**config.mk**
```make
export PLATFORM = sky130hd
export DESIGN_NAME = serial_shift_unit
export DESIGN_NICKNAME = d
export VERILOG_FILES = /design/src/rtl/serial_shift_unit.sv
export SDC_FILE = /design/constraint.sdc
export NUM_CORES = 1
export LEC_CHECK = 0
export ABC_AREA = 1
export CAP_MARGIN = 20
export CORE_UTILIZATION = 44
export DETAILED_ROUTE_END_ITERATION = 16
export GPL_ROUTABILITY_DRIVEN = 1
export GPL_TIMING_DRIVEN = 0
export PLACE_DENSITY = 0.85
export SYNTH_ARGS = -nofsm -noshare
export SYNTH_HDL_FRONTEND = slang
export SYNTH_SLANG_ARGS = --single-unit
```
**constraint.sdc**
```tcl
create_clock -name clk -period 2 [get_ports clk]
set_input_delay 0.6 -clock clk [delete_from_list [all_inputs] [get_ports clk]]
set_output_delay 0.6 -clock clk [all_outputs]
set_load 0.01 [all_outputs]
```
**src/rtl/serial_shift_unit.sv**
```systemverilog
// Multi-cycle shift/rotate engine: executes SHIFTL/SHIFTR/ROLL/ROLR one bit
// position per clock at operand width 8/16/32/64, with valid/ready on both
// the issue and result sides.

package serial_shift_pkg;
  typedef enum logic [3:0] {
    AND    = 4'd0,
    OR     = 4'd1,
    XOR    = 4'd2,
    NOT    = 4'd3,
    SHIFTL = 4'd4,
    SHIFTR = 4'd5,
    ROLL   = 4'd6,
    ROLR   = 4'd7
  } opcode_t;

  typedef enum logic [1:0] {
    BITS_8  = 2'd0,
    BITS_16 = 2'd1,
    BITS_32 = 2'd2,
    BITS_64 = 2'd3
  } sizeFlags_t;

  typedef logic [63:0] ulong_t;
endpackage

module serial_shift_unit
  import serial_shift_pkg::*;
#(
  parameter int COUNT_BITS = 6
) (
  input  logic       clk,
  input  logic       resetN,
  input  logic       inValid,
  output logic       inReady,
  input  opcode_t    op,
  input  sizeFlags_t size,
  input  logic       useCarry,
  input  logic       carryIn,
  input  ulong_t     a,
  input  ulong_t     b,
  input  logic       flush,
  output logic       outValid,
  input  logic       outReady,
  output ulong_t     result,
  output logic       carry,
  output logic       badOp
);

  typedef enum logic [1:0] {IDLE, SHIFT, DONE} state_t;

  state_t                  state, state_next;
  ulong_t                  v_q;
  logic                    c_q;
  logic                    bad_q;
  logic [COUNT_BITS-1:0]   cnt_q;
  opcode_t                 op_q;
  sizeFlags_t              size_q;
  logic                    uc_q;
  logic [COUNT_BITS-1:0]   n_in;
  logic                    op_ok;

  // Index of the top bit of the operand (W-1); also the mod-W mask for b.
  function automatic logic [5:0] msb_idx(input sizeFlags_t s);
    case (s)
      BITS_8:  msb_idx = 6'd7;
      BITS_16: msb_idx = 6'd15;
      BITS_32: msb_idx = 6'd31;
      default: msb_idx = 6'd63;
    endcase
  endfunction

  function automatic ulong_t width_mask(input sizeFlags_t s);
    case (s)
      BITS_8:  width_mask = 64'h0000_0000_0000_00FF;
      BITS_16: width_mask = 64'h0000_0000_0000_FFFF;
      BITS_32: width_mask = 64'h0000_0000_FFFF_FFFF;
      default: width_mask = 64'hFFFF_FFFF_FFFF_FFFF;
    endcase
  endfunction

  function automatic logic is_shift(input opcode_t o);
    is_shift = (o == SHIFTL) || (o == SHIFTR) || (o == ROLL) || (o == ROLR);
  endfunction

  // One bit-position step; bits at or above W are kept clear by the mask.
  function automatic ulong_t step_value(input opcode_t o, input sizeFlags_t s,
                                        input ulong_t v, input logic c,
                                        input logic uc);
    logic [5:0] hi;
    ulong_t     m;
    logic       fill;
    hi = msb_idx(s);
    m  = width_mask(s);
    case (o)
      SHIFTL: step_value = (v << 1) & m;
      SHIFTR: step_value = v >> 1;
      ROLL: begin
        fill       = uc ? c : v[hi];
        step_value = ((v << 1) & m) | {63'd0, fill};
      end
      ROLR: begin
        fill       = uc ? c : v[0];
        step_value = (v >> 1) | ({63'd0, fill} << hi);
      end
      default: step_value = v;
    endcase
  endfunction

  // Left-moving ops shift out the top bit, right-moving ops the bottom bit.
  function automatic logic step_carry(input opcode_t o, input sizeFlags_t s,
                                      input ulong_t v);
    if (o == SHIFTL || o == ROLL) step_carry = v[msb_idx(s)];
    else                          step_carry = v[0];
  endfunction

  assign n_in  = COUNT_BITS'(b & ulong_t'(msb_idx(size)));
  assign op_ok = is_shift(op);

  assign inReady  = (state == IDLE);
  assign outValid = (state == DONE);
  assign result   = v_q;
  assign carry    = c_q;
  assign badOp    = bad_q;

  // State register.
  always_ff @(posedge clk or negedge resetN) begin
    if (!resetN) state <= IDLE;
    else         state <= state_next;
  end

  // Next-state logic; flush overrides every transition, including accept.
  always_comb begin
    state_next = state;
    if (flush) begin
      state_next = IDLE;
    end else begin
      case (state)
        IDLE:    if (inValid) state_next = (op_ok && n_in != '0) ? SHIFT : DONE;
        SHIFT:   if (cnt_q == COUNT_BITS'(1)) state_next = DONE;
        DONE:    if (outReady) state_next = IDLE;
        default: state_next = IDLE;
      endcase
    end
  end

  // Operand capture at accept, one step per SHIFT cycle, hold in DONE.
  always_ff @(posedge clk or negedge resetN) begin
    if (!resetN) begin
      v_q    <= '0;
      c_q    <= 1'b0;
      bad_q  <= 1'b0;
      cnt_q  <= '0;
      op_q   <= SHIFTL;
      size_q <= BITS_8;
      uc_q   <= 1'b0;
    end else if (flush) begin
      v_q   <= '0;
      c_q   <= 1'b0;
      bad_q <= 1'b0;
      cnt_q <= '0;
    end else begin
      case (state)
        IDLE: if (inValid) begin
          v_q    <= a & width_mask(size);
          c_q    <= op_ok & useCarry & carryIn;
          bad_q  <= ~op_ok;
          cnt_q  <= op_ok ? n_in : '0;
          op_q   <= op;
          size_q <= size;
          uc_q   <= useCarry;
        end
        SHIFT: begin
          v_q   <= step_value(op_q, size_q, v_q, c_q, uc_q);
          c_q   <= step_carry(op_q, size_q, v_q);
          cnt_q <= cnt_q - COUNT_BITS'(1);
        end
        default: ;
      endcase
    end
  end

endmodule

```
* After elaboration in Yosys (flattened, before gate mapping) *
Index checks and enable logic that the tools add are counted.

storage, ports and cells
  bits in read-only memories = 0
  bits in latches = 0
  bits in registers = 81
  output and inout bits = 68
  memory bits (writable) = 0
  word-level logic and storage cells = 98
  memories = 0
  input bits = 141

operators by class
  shift-type cells = 1
  eq/ne operators = 19
  $add $sub $neg = 1
  bitwise logic cells = 9
  reductions and logical operators = 17
  multiply operators = 0
  $lt $le $gt $ge = 2
  div/mod/pow operators = 0
  muxes and demuxes = 41

operator list
  operator                                               number
  two-way mux 64 bit                                     7
  one-hot mux 64 bit (3 select lines)                    2
  one-hot mux 64 bit (4 select lines)                    1
  bitwise AND 64 bit                                     2
  one-hot mux 64 bit (2 select lines)                    1
  OR 63 x 64 -> 64 bit                                   1
  OR 64 x 1 -> 64 bit                                    1
  left shift 1 x 6 -> 64 bit                             1
  two-way mux 6 bit                                      8
  one-hot mux 6 bit (3 select lines)                     2
  equality test 4 x 3 -> 1 bit, second input constant    8
  < comparator 6 x 7 -> 1 bit, second input constant     2
  binary-select mux 1 bit (select 6 bit)                 2
  one-hot mux 6 bit (2 select lines)                     1
  two-way mux 1 bit                                      10
  two-way mux 2 bit                                      5
  AND reduction 3 bit                                    3
  bitwise AND 6 bit                                      1
  equality test 2 x 1 -> 1 bit, second input constant    3
  equality test 2 bit, second input constant             3
  equality test 6 x 1 -> 1 bit, second input constant    1
  logical NOT 2 bit                                      3
  inequality test 3 x 2 -> 1 bit, second input constant  2
  inequality test 6 x 4 -> 1 bit, second input constant  1
  other kinds (12)                                       19

* Depth between registers and ports, before layout *
  depth after elaboration = 11
  depth in mapped cells = 13

* Worst setup path before layout *
No wires, ideal clock.

  kind = input to register
  from = input port size[1]
  to = register v_q[62] (netlist: result[62])
  required time = 1.917 ns
  arrival = 1.585 ns
  setup slack = 0.332 ns
  path buffers = 2
  stages = 8
  setup time = 0.083 ns
  cells stage by stage = buf_4 nand2_1 nor2_1 clkbuf_1 nand2_1 a21oi_1 o21ai_1 o21ai_0

on the way
  cells in the longest elaborated chain, start to end = 9

ends and longest elaborated chain
  what                                               RTL line  source
  start: declaration                                 37        input sizeFlags_t size,
  equality test 2 bit, or another cell as far along  74        case (s)
  one-hot mux 64 bit (3 select lines) (*)            74
  two-way mux 64 bit (*)                             164       IDLE: if (inValid) begin
  two-way mux 64 bit (*)                             163       case (state)
  two-way mux 64 bit (*)                             157       end else if (flush) begin
  bitwise AND 64 bit (*)                             165       v_q <= a & width_mask(size);
  two-way mux 64 bit (*)                             164
  one-hot mux 64 bit (2 select lines) (*)            163
  two-way mux 64 bit (*)                             157
  end signal: assignment                             165
  end signal: assignment                             174       v_q <= step_value(op_q, size_q, v_q, c_q, uc_q);
  end: declaration                                   53        ulong_t v_q;

Every way passes the cells marked *; elsewhere a longest branch is shown, timed or not. The select of a mux whose other input is x is not followed.
A chain may end at the register's enable or synchronous reset.

* Worst setup path after layout *
  from = register v_q[31] (netlist: result[31])
  to = output port result[31]

RTL lines
  what              RTL line  source
  end: declaration  45        output ulong_t result,

No word-level cell between the ends.

==> reports/qor.csv <==
stage;metric;value;unit
sta;grt_setup_unrepaired;false;
global_route;grt_pass1_wl;26.2;mm
synthesis;netlist_area;0.00499;mm²
setup_path;worstSetupEndpointType;output pin;
floorplanning;pin_count;209;
synthesis;yosysMostFrequentCell;nand2_1;
sta;finalCritPeriodShare;99.8;%
layout;nNetsFinal;996;
layout;nFillCells;955;
setup_path;cp.arrival;1400;ps
setup_path;critical_path_class;reg2out;
global_route;antenna_found_initial;0;
setup_path;endpoint;result[31];
sta;fin_crit;2000;ps
clock_network;cts_max_level;3;
setup_path;cp_num_cells;1;
layout;syn_to_final_growth;40.4;%
floorplanning;die_w;108;µm
routing;drc;0;
synthesis;netlist_top_cells_count;nand2_1, o21ai_0, dfrtp_1;
sta;finalWorstSetupSlack;3.94;ps
sta;max_slew_margin;58.1;%
setup_path;crit_start;result[31];
floorplanning;num_rows;38;
job;maxCapViolCount;0;
synthesis;synth.ff_latch_count;81;
clock_network;clock-sinks;81;
synthesis;yosys_warnings;0;
layout;drive_above_1_share;7.93;%
setup_path;r2r_end;result[5];
synthesis;seq_area_frac_synth;40.7;%
sta;setup_viol;0;
synthesis;yosysUniqueCellTypes;35;
place;place_ws;-553;ps
sta;fmax;501;MHz
global_route;grt_max_degree;60;
sta;whs;159;ps
routing;dr.pass1.iters;5;
place;dp_hpwl;12.1;mm
sta;hold_viol_final;0;
setup_path;worstRegToRegCells;8;
setup_path;cp_slowest_cell;clkdlybuf4s50_1;
floorplanning;dieArea;0.0118;mm²
setup_path;r2r-start;state[1];
floorplanning;coreArea;0.0109;mm²
routing;viasPerCell;5.72;
global_route;grt_pass1_vias;5378;
setup_path;cp_max_fo;5;
floorplanning;die_h;108;µm
clock_network;clk_path_buf_depth;2;
routing;wl_per_cell;16.4;µm
synthesis;yosysTopAreaCell;dfrtp_1;
global_route;grt.total_usage;28.6;%
setup_path;worst_path_largest_cell_delay;600;ps
outcome;status;finished clean;
synthesis;synthTopCellsByArea;dfrtp_1, nand2_1, o21ai_0;
power_and_ir_drop;cellPowerDensity;760;mW/mm²
power_and_ir_drop;ir_drop;0.421;mV
synthesis;async_reset_ff_share;100;%
routing;wl;16.3;mm
synthesis;synth.top_cell.area_share;40.2;%
setup_path;cp-start-kind;flip-flop;
setup_path;crit_buf_inv;1;
clock_network;cts_tree;yes;
place;gp_congestion;0.919;
setup_path;cp_top_family;buffers and inverters;
sta;worst-slew-pin-transition;626;ps
setup_path;worstPathCellList;clkdlybuf4s50_1;
hold_path;hold_class;in2async;
place;io_buffers;149;
clock_network;clk-insertion-delay-late;340;ps
clock_network;clkSlewWorstSetupHoldPaths;60;ps
synthesis;ys.flop_type;dfrtp_1;
setup_path;ff2ff_setup_slack;140;ps
clock_network;cts_buffers;9;
global_route;grt-ovfl-total;0;
setup_path;crit_required;1400;ps
clock_network;root_buffer;clkbuf_16;
synthesis;synth_nets;832;
synthesis;syn-mean-instance-area;7.24;µm²
routing;ant_nets;0;
synthesis;synthCells;689;
sta;clock_skew;7.09;ps
synthesis;synth_edf_count;0;
floorplanning;initial_utilization;45.6;%
routing;drtIter0Drc;553;
power_and_ir_drop;leakage;2.89;nW
routing;vias;5706;
layout;antenna_cells;0;
sta;report.final.slew_viol_count;0;
==> per-layer routing <==
layer / global-route usage [%] / up-vias / routed length [µm]
met1: 38.7 / 2638 / 6780
met5: 0 / - / 0
met3: 3.98 / 40 / 1690
li1: - / 2672 / -
met4: 11.8 / 0 / 449
met2: 46.0 / 356 / 7440
==> metrics by stage <==
| stage | setup TNS (ps) | power, W | std cells | area [µm²] | utilization, % |
|---|---|---|---|---|---|
| floorplan | 0 | 0.00293 | 689 | 4990 | - |
| CTS | 0 | 0.00528 | 996 | 6980 | 63.8 |
| finish | 0 | 0.00532 | 997 | 7000 | 64.0 |
| global route | 0 | 0.00558 | 997 | 7000 | 64.0 |
| global placement | -245760 | 0.00370 | 978 | 6650 | 60.8 |
| detailed placement | -33300 | 0.00374 | 979 | 6680 | 61.1 |
==> sequential cells by signal (all words and copies together), names as in the netlist <==
| name | cells |
|---|---|
| state | 2 |
| result | 64 |
| size_q | 2 |
| op_q | 4 |
| uc_q | 1 |
| badOp | 1 |
| cnt_q | 6 |
| carry | 1 |
==> area by class of cell <==
class / instances / area, µm² / area share [%]
timing repair buffer: 153 / 1540 / 21.9
multi-input combinational: 486 / 2450 / 35.0
clock inverter: 5 / 32.5 / 0.465
sequential: 81 / 2030 / 29.0
tap: 140 / 175 / 2.50
buffer: 47 / 253 / 3.61
clock buffer: 10 / 239 / 3.41
inverter: 75 / 285 / 4.07
==> power breakdown <==
| part | switching, W | leakage (nW) | internal (W) | total, W |
|---|---|---|---|---|
| sequential | 0.000151 | 1.08 | 0.00183 | 0.00198 |
| combinational | 0.00107 | 1.69 | 0.000723 | 0.00179 |
| clock | 0.000680 | 0.126 | 0.000863 | 0.00154 |
==> layout by cell type (no fill, tap or decap), drive strengths merged <==
master	n
dfrtp	80
clkbuf	33
o2111ai	1
nand3b	1
o311ai	2
a21oi	66
clkdlybuf4s50	145
a31oi	1
o211ai	2
buf	29
o221ai	26
nor2	33
nand2	169
dlygate4sd2	3
dfstp	1
nand3	52
clkinv	3
clkinvlp	3
a32o	1
mux2	1
nor3	5
a211oi	1
o31ai	7
a22o	11
nand4	4
o21ai	101
ha	2
inv	74
==> repair_timing <==
item / 4_1_cts / 5_1_grt
buffers inserted: 2 / 1
hold buffers: 0 / 0
setup endpoints to repair: 69 / 16
gates resized for setup: 12 / 7
pin swaps: 0 / 1
==> kinds of logic after synthesis <==
kind of cell | share of synthesized area (%)
AOI/OAI and AO/OA | 25.8
adders and majority gates | 0.502
buffers and inverters | 10.6
DFF | 40.7
muxes | 0.226
and+or+nand+nor | 22.2
==> worst min-delay path by stage <==
stage / start / endpoint / cells after the start
floorplan: resetN / badOp / 0
global placement: op_q[3] / op_q[3] / 2
detailed placement: op_q[3] / op_q[3] / 2
CTS: resetN / result[52] / 1
global route: resetN / result[52] / 1
finish: resetN / result[52] / 1
(Power assumes the default switching activity.)
